[config.mk]
export PLATFORM = sky130hd
export DESIGN_NAME = pi_dma_ctrl
export DESIGN_NICKNAME = d
export VERILOG_FILES = /design/src/rtl/pi_dma_defs.sv /design/src/rtl/pi_acc_timer.sv /design/src/rtl/pi_dma_ctrl.sv
export SDC_FILE = /design/constraint.sdc
export NUM_CORES = 1
export LEC_CHECK = 0
export ABC_AREA = 1
export CAP_MARGIN = 20
export CORE_MARGIN = 1
export CORE_UTILIZATION = 44
export CTS_BUF_LIST = sky130_fd_sc_hd__clkbuf_8 sky130_fd_sc_hd__clkbuf_16
export CTS_CLUSTER_DIAMETER = 60
export DETAILED_ROUTE_END_ITERATION = 10
export PLACE_DENSITY = 0.83
export SLEW_MARGIN = 20
export SYNTH_ARGS = -nofsm -noshare
export SYNTH_HDL_FRONTEND = slang
export SYNTH_SLANG_ARGS = --single-unit
[constraint.sdc]
create_clock -name clk -period 2.37 [get_ports clk]
set_clock_uncertainty 0.05 [all_clocks]
set_input_delay 0.474 -clock clk [delete_from_list [all_inputs] [get_ports clk]]
set_output_delay 0.474 -clock clk [all_outputs]
set_load 0.1 [all_outputs]
[src/rtl/pi_dma_defs.sv]
// rtl/pi_dma_defs.sv - shared definitions for the PI DMA controller
// Purpose: region codes, controller state encoding and PI address width
//          shared by pi_dma_ctrl and pi_acc_timer.
// Ports:   none (package).
package pi_dma_defs;

   localparam int PI_AW = 23;

   typedef enum logic [1:0] {
      REG_PRG = 2'd0,
      REG_CHR = 2'd1,
      REG_SRM = 2'd2,
      REG_RSV = 2'd3
   } pi_reg_e;

   typedef enum logic [2:0] {
      ST_IDLE = 3'd0,
      ST_ARB  = 3'd1,
      ST_WDAT = 3'd2,
      ST_ACC  = 3'd3,
      ST_GAP  = 3'd4,
      ST_RDAT = 3'd5,
      ST_FIN  = 3'd6
   } pi_state_e;

endpackage

[src/rtl/pi_acc_timer.sv]
// rtl/pi_acc_timer.sv - per-byte access wait-state down-counter
// Purpose: counts the clocks a byte access holds CE plus OE/WE.
// Ports:   clk, rst  - clock, asynchronous active-high reset
//          load      - preset the counter to ACC_CYC (clock before ACC)
//          run       - decrement while the access is in progress
//          expire    - high during the last access clock
module pi_acc_timer #(
   parameter int ACC_CYC = 4
) (
   input  logic clk,
   input  logic rst,
   input  logic load,
   input  logic run,
   output logic expire
);

   logic [3:0] cnt;

   always_ff @(posedge clk or posedge rst) begin
      if (rst) begin
         cnt <= '0;
      end else if (load) begin
         cnt <= 4'(ACC_CYC);
      end else if (run && cnt != 4'd0) begin
         cnt <= cnt - 4'd1;
      end
   end

   // Preset to ACC_CYC on entry, so a value of 1 marks the final clock.
   assign expire = (cnt == 4'd1);

endmodule

[src/rtl/pi_dma_ctrl.sv]
// rtl/pi_dma_ctrl.sv - MCU block command to byte-wide PI bus cycle sequencer
// Purpose: turns a block transfer command into per-byte PI accesses with
//          address increment, wait states and stream flow control.
// Ports:   cmd_*          - command handshake (wr, region, start addr, len)
//          abort          - stop after the byte currently in flight
//          wr_dat/valid/ready - write byte stream in
//          rd_dat/valid/ready - read byte stream out
//          pi_*           - PI bus towards the mapper
//          busy/done/err  - status; done and err are single-clock pulses
//          csum           - running byte sum (only with PI_DMA_CSUM_EN)
// Macro:   PI_DMA_CSUM_EN adds the csum output and its adder.
module pi_dma_ctrl
   import pi_dma_defs::*;
#(
   parameter int ACC_CYC = 4,
   parameter int LEN_W   = 16
) (
   input  logic                clk,
   input  logic                rst,
   input  logic                cmd_valid,
   output logic                cmd_ready,
   input  logic                cmd_wr,
   input  logic [1:0]          cmd_reg,
   input  logic [PI_AW-1:0]    cmd_addr,
   input  logic [LEN_W-1:0]    cmd_len,
   input  logic                abort,
   input  logic [7:0]          wr_dat,
   input  logic                wr_valid,
   output logic                wr_ready,
   output logic [7:0]          rd_dat,
   output logic                rd_valid,
   input  logic                rd_ready,
   output logic [PI_AW-1:0]    pi_addr,
   output logic [7:0]          pi_do,
   input  logic [7:0]          pi_di,
   output logic                pi_we,
   output logic                pi_oe,
   output logic                pi_ce_prg,
   output logic                pi_ce_chr,
   output logic                pi_ce_srm,
   output logic                pi_dma_req,
   output logic                busy,
   output logic                done,
   output logic                err
`ifdef PI_DMA_CSUM_EN
   ,
   output logic [15:0]         csum
`endif
);

   // One extra bit so a zero length can hold 2^LEN_W.
   localparam int RW = LEN_W + 1;

   pi_state_e         state, nxt;
   logic              wr_q;
   pi_reg_e           reg_q;
   logic [RW-1:0]     rem_q;
   logic              abort_q;
   logic              abort_any;
   logic              accept, reject, take_wr, tmr_load, tmr_expire;
   logic              rd_sample;
   logic              nxt_active;

   assign abort_any = abort | abort_q;
   assign rd_sample = (state == ST_ACC) && tmr_expire && !wr_q;
   assign nxt_active = (nxt == ST_ARB) || (nxt == ST_WDAT) || (nxt == ST_ACC) ||
                       (nxt == ST_GAP) || (nxt == ST_RDAT);

   pi_acc_timer #(
      .ACC_CYC (ACC_CYC)
   ) u_timer (
      .clk    (clk),
      .rst    (rst),
      .load   (tmr_load),
      .run    (state == ST_ACC),
      .expire (tmr_expire)
   );

   always_ff @(posedge clk or posedge rst) begin
      if (rst) begin
         state <= ST_IDLE;
      end else begin
         state <= nxt;
      end
   end

   always_comb begin
      nxt      = state;
      accept   = 1'b0;
      reject   = 1'b0;
      take_wr  = 1'b0;
      tmr_load = 1'b0;
      case (state)
         ST_IDLE: begin
            if (cmd_valid) begin
               if (pi_reg_e'(cmd_reg) == REG_RSV) begin
                  reject = 1'b1;
               end else begin
                  accept = 1'b1;
                  nxt    = ST_ARB;
               end
            end
         end
         ST_ARB: begin
            if (abort_any) begin
               nxt = ST_FIN;
            end else if (wr_q) begin
               nxt = ST_WDAT;
            end else begin
               nxt      = ST_ACC;
               tmr_load = 1'b1;
            end
         end
         ST_WDAT: begin
            // A byte offered together with abort has already handshaken,
            // so it is written and the transfer ends after it.
            if (wr_valid) begin
               take_wr  = 1'b1;
               tmr_load = 1'b1;
               nxt      = ST_ACC;
            end else if (abort_any) begin
               nxt = ST_FIN;
            end
         end
         ST_ACC: begin
            if (tmr_expire) begin
               nxt = ST_GAP;
            end
         end
         ST_GAP: begin
            if (!wr_q) begin
               nxt = ST_RDAT;
            end else if (rem_q == RW'(1) || abort_any) begin
               nxt = ST_FIN;
            end else begin
               nxt = ST_WDAT;
            end
         end
         ST_RDAT: begin
            // rem_q was already decremented in GAP.
            if (rd_ready) begin
               if (rem_q == '0 || abort_any) begin
                  nxt = ST_FIN;
               end else begin
                  nxt      = ST_ACC;
                  tmr_load = 1'b1;
               end
            end
         end
         ST_FIN: begin
            nxt = ST_IDLE;
         end
         default: begin
            nxt = ST_IDLE;
         end
      endcase
   end

   // Outputs are registered copies of what the next state implies, so
   // every strobe lines up exactly with the state it belongs to.
   always_ff @(posedge clk or posedge rst) begin
      if (rst) begin
         wr_q       <= 1'b0;
         reg_q      <= REG_PRG;
         rem_q      <= '0;
         abort_q    <= 1'b0;
         cmd_ready  <= 1'b1;
         wr_ready   <= 1'b0;
         rd_valid   <= 1'b0;
         rd_dat     <= '0;
         pi_addr    <= '0;
         pi_do      <= '0;
         pi_we      <= 1'b0;
         pi_oe      <= 1'b0;
         pi_ce_prg  <= 1'b0;
         pi_ce_chr  <= 1'b0;
         pi_ce_srm  <= 1'b0;
         pi_dma_req <= 1'b0;
         busy       <= 1'b0;
         done       <= 1'b0;
         err        <= 1'b0;
      end else begin
         cmd_ready  <= (nxt == ST_IDLE);
         wr_ready   <= (nxt == ST_WDAT);
         rd_valid   <= (nxt == ST_RDAT);
         pi_dma_req <= nxt_active;
         busy       <= nxt_active;
         done       <= (nxt == ST_FIN);
         err        <= reject;
         pi_ce_prg  <= (nxt == ST_ACC) && (reg_q == REG_PRG);
         pi_ce_chr  <= (nxt == ST_ACC) && (reg_q == REG_CHR);
         pi_ce_srm  <= (nxt == ST_ACC) && (reg_q == REG_SRM);
         pi_oe      <= (nxt == ST_ACC) && !wr_q;
         pi_we      <= (nxt == ST_ACC) && wr_q;

         if (accept) begin
            wr_q    <= cmd_wr;
            reg_q   <= pi_reg_e'(cmd_reg);
            pi_addr <= cmd_addr;
            rem_q   <= (cmd_len == '0) ? {1'b1, {LEN_W{1'b0}}} : {1'b0, cmd_len};
            abort_q <= 1'b0;
         end else if (state == ST_FIN) begin
            abort_q <= 1'b0;
         end else if (abort && state != ST_IDLE) begin
            abort_q <= 1'b1;
         end

         if (take_wr) begin
            pi_do <= wr_dat;
         end

         if (rd_sample) begin
            rd_dat <= pi_di;
         end

         if (state == ST_GAP) begin
            pi_addr <= pi_addr + PI_AW'(1);
            rem_q   <= rem_q - RW'(1);
         end
      end
   end

`ifdef PI_DMA_CSUM_EN
   always_ff @(posedge clk or posedge rst) begin
      if (rst) begin
         csum <= '0;
      end else if (accept) begin
         csum <= '0;
      end else if (take_wr) begin
         csum <= csum + {8'd0, wr_dat};
      end else if (rd_sample) begin
         csum <= csum + {8'd0, pi_di};
      end
   end
`endif

endmodule
==> metrics <==
dpl hpwl 8660 um; minimum clock period 1.82 ns; # setup viols final 0; gpl congestion 0.922; CTS tree yes; YS warnings 0; FF-to-FF path depth 10; antenna violations before repair 0; ys flop type dfrtp_1; Initial DRT Pass Iterations 4; EDFF count, synth 0; TritonCTS buffer count 9; syn nets 628; largest net degree at the start of global routing 37; largest buffer count on any clock path 2; Worst-path clk slew 0.09 ns; number of setup buffers added after CTS 0; routed vias/inst 5.22; combined flip-flop and latch cell area 1950 sq um; antenna cells 0; Final #Nets 749; clk_lat worst skew 0.36 ns; I/O Pins 115; final WL 11400 um; vias in the first global route 4251; CTS resizes 0; ys async rst share 100%; final hold viol count 0; clock sink total 78; die width 101 um; crit path max fanout 5; Fillers 819; Setup crit end kind register; MaxCap Viol Count 0; # DRC 0; sequential fraction of the synthesis area 45.7%; kind of start point of the critical path register; Critical Path AT 2.01 ns; first-pass GRT wire length 19000 um; Root Buffer clkbuf_8; worst r2r src rem_q[8]; RSZ-0062 raised after global routing no; multi-input combinational cell area 2040 sq um; Vert. Die Dim 101 um; Fin Setup TNS 0 ns; Area Overhead vs Synth 33.6%; Slew @ Worst Pin 0.416 ns; row count 35; GRT Total Usage 24.1%; fin crit share 77.0%; Post-CTS Hold Fix Bufs 0; total core area 9330 sq um; remaining antenna violation count after routing 0; WL per Instance 14.0 um; synthesized cell area 4280 sq um; grt ovf 0; Port Buffers 114; vias 4241; launch point of the worst path rem_q[8]; Req. time, crit path 2.56 ns; share of cells above drive strength 1 14.5%; die area 10100 sq um; f_max 0.548 GHz; Final Max Tran Viols 0; status completed; Synth Instances 558; CTS H-tree depth 3; DRT iter0 DRCs 280; Yosys cell types 36; flops & latches, synth 78; Crit Path Class reg2reg; syn_area_per_cell 7.66 sq um; max_slew headroom 72.2%; Initial Utilization 45.8%; Hold WC Path Type in2async
==> layer usage <==
layer / vias to the layer above / wire, um / global-route usage [%]
li1: 2067 / - / -
met1: 1990 / 4610 / 28.3
met2: 155 / 5660 / 41.8
met3: 29 / 766 / 4.16
met4: 0 / 346 / 13.5
met5: - / 0 / 0
==> metrics by stage <==
step           cell area (sq um)  cells  setup WS, ns  util, %  hold slack [ns]
6_report                    5710    813         0.545     61.2            0.412
5_1_grt                     5710    813         0.266     61.2            0.432
4_1_cts                     5710    813         0.533     61.2            0.416
3_5_place_dp                5500    797         0.205     58.9            0.414
3_3_place_gp                5500    797         0.250     58.9            0.410
2_1_floorplan               4280    558        0.0499        -            0.399
==> registers in the layout (all words and copies together), names as in the netlist, 2 cells and up <==
| name | count |
|---|---|
| pi_addr | 23 |
| pi_do | 8 |
| rd_dat | 8 |
| reg_q | 2 |
| rem_q | 17 |
| state | 3 |
| u_timer.cnt | 4 |
==> cells in the mapped netlist (all sizes together), types with 2 or more instances <==
library cell | count | share of area [%]
o211ai | 7 | 1.2
or2 | 2 | 0.29
mux2 | 8 | 2.1
nor2 | 86 | 7.7
a22oi | 9 | 1.6
ha | 6 | 1.8
o22ai | 3 | 0.44
dfrtp | 77 | 45
a21oi | 18 | 2.1
o221ai | 3 | 0.61
nand2 | 146 | 13
clkbuf | 4 | 0.35
nand3b | 5 | 0.88
nor3 | 19 | 2.5
xnor2 | 4 | 0.82
nand3 | 41 | 4.9
nand4 | 7 | 1.0
o21ai | 30 | 3.5
inv | 54 | 4.7
buf | 11 | 1.6
a211oi | 2 | 0.35
xor2 | 10 | 2.0
==> area by class of cell <==
type                    count  share of cell area (%)
flip-flops and latches     78                    34.2
clock buffers              10                    2.41
well taps                 129                    2.83
multi-input cells         411                    35.8
clock inverters             6                    1.36
inverters                  54                    3.61
repair buffers            125                    19.8
==> critical path, stage by stage (launching register included) <==
cell	delay, ns
dfrtp_1	0.41
nor2_1	0.22
nand2_1	0.10
nor2_1	0.18
nand2_1	0.10
nand3_1	0.10
nand2_1	0.10
inv_1	0.12
nand2_2	0.09
nand2_1	0.17
nor2_1	0.07
==> path summary, 6_finish.rpt <==
check,slack [ns],end
setup / recovery,0.55,pi_ce_chr
hold / removal,0.41,pi_addr[20]
setup reg to reg,0.55,pi_ce_chr
hold reg to reg,0.43,pi_do[4]
max in group asynchronous,1.25,cmd_ready
min in group clk,0.43,pi_do[4]
==> cell families (layout without fill, tap and decap cells) <==
logic type | count (synthesis) | after routing | share of synthesized area [%]
AND/OR/NAND/NOR | 307 | 307 | 30.4
flip-flops | 78 | 78 | 45.7
AO/OA/AOI/OAI | 76 | 76 | 10.6
buffers and inverters | 69 | 195 | 6.64
XOR/XNOR | 14 | 14 | 2.87
multiplexers | 8 | 8 | 2.11
adder cells (fa/ha/maj) | 6 | 6 | 1.76
==> cell usage in the layout (no fill, tap or decap), types with 2 or more instances in the layout <==
cell | Yosys | final
nand2_1 | 144 | 144
nor2_1 | 85 | 84
dfrtp_1 | 77 | 77
clkdlybuf4s50_1 | 0 | 63
buf_4 | 2 | 59
inv_1 | 49 | 50
nand3_1 | 40 | 40
o21ai_0 | 27 | 27
a21oi_1 | 18 | 18
nor3_1 | 18 | 18
xor2_1 | 10 | 10
clkbuf_8 | 0 | 10
a22oi_1 | 9 | 9
mux2_2 | 8 | 8
nand4_1 | 7 | 7
o211ai_1 | 7 | 7
ha_1 | 6 | 6
nand3b_1 | 5 | 5
inv_2 | 5 | 5
xnor2_1 | 4 | 4
o21ai_1 | 3 | 3
o221ai_1 | 3 | 3
o22ai_1 | 3 | 3
buf_12 | 0 | 3
nand2_2 | 2 | 2
a211oi_1 | 2 | 2
or2_2 | 2 | 2
clkinv_2 | 0 | 2
bufinv_16 | 0 | 2
Power is not shown: default switching activity piles up to over one toggle a cycle in this logic, so the estimate is an artifact.
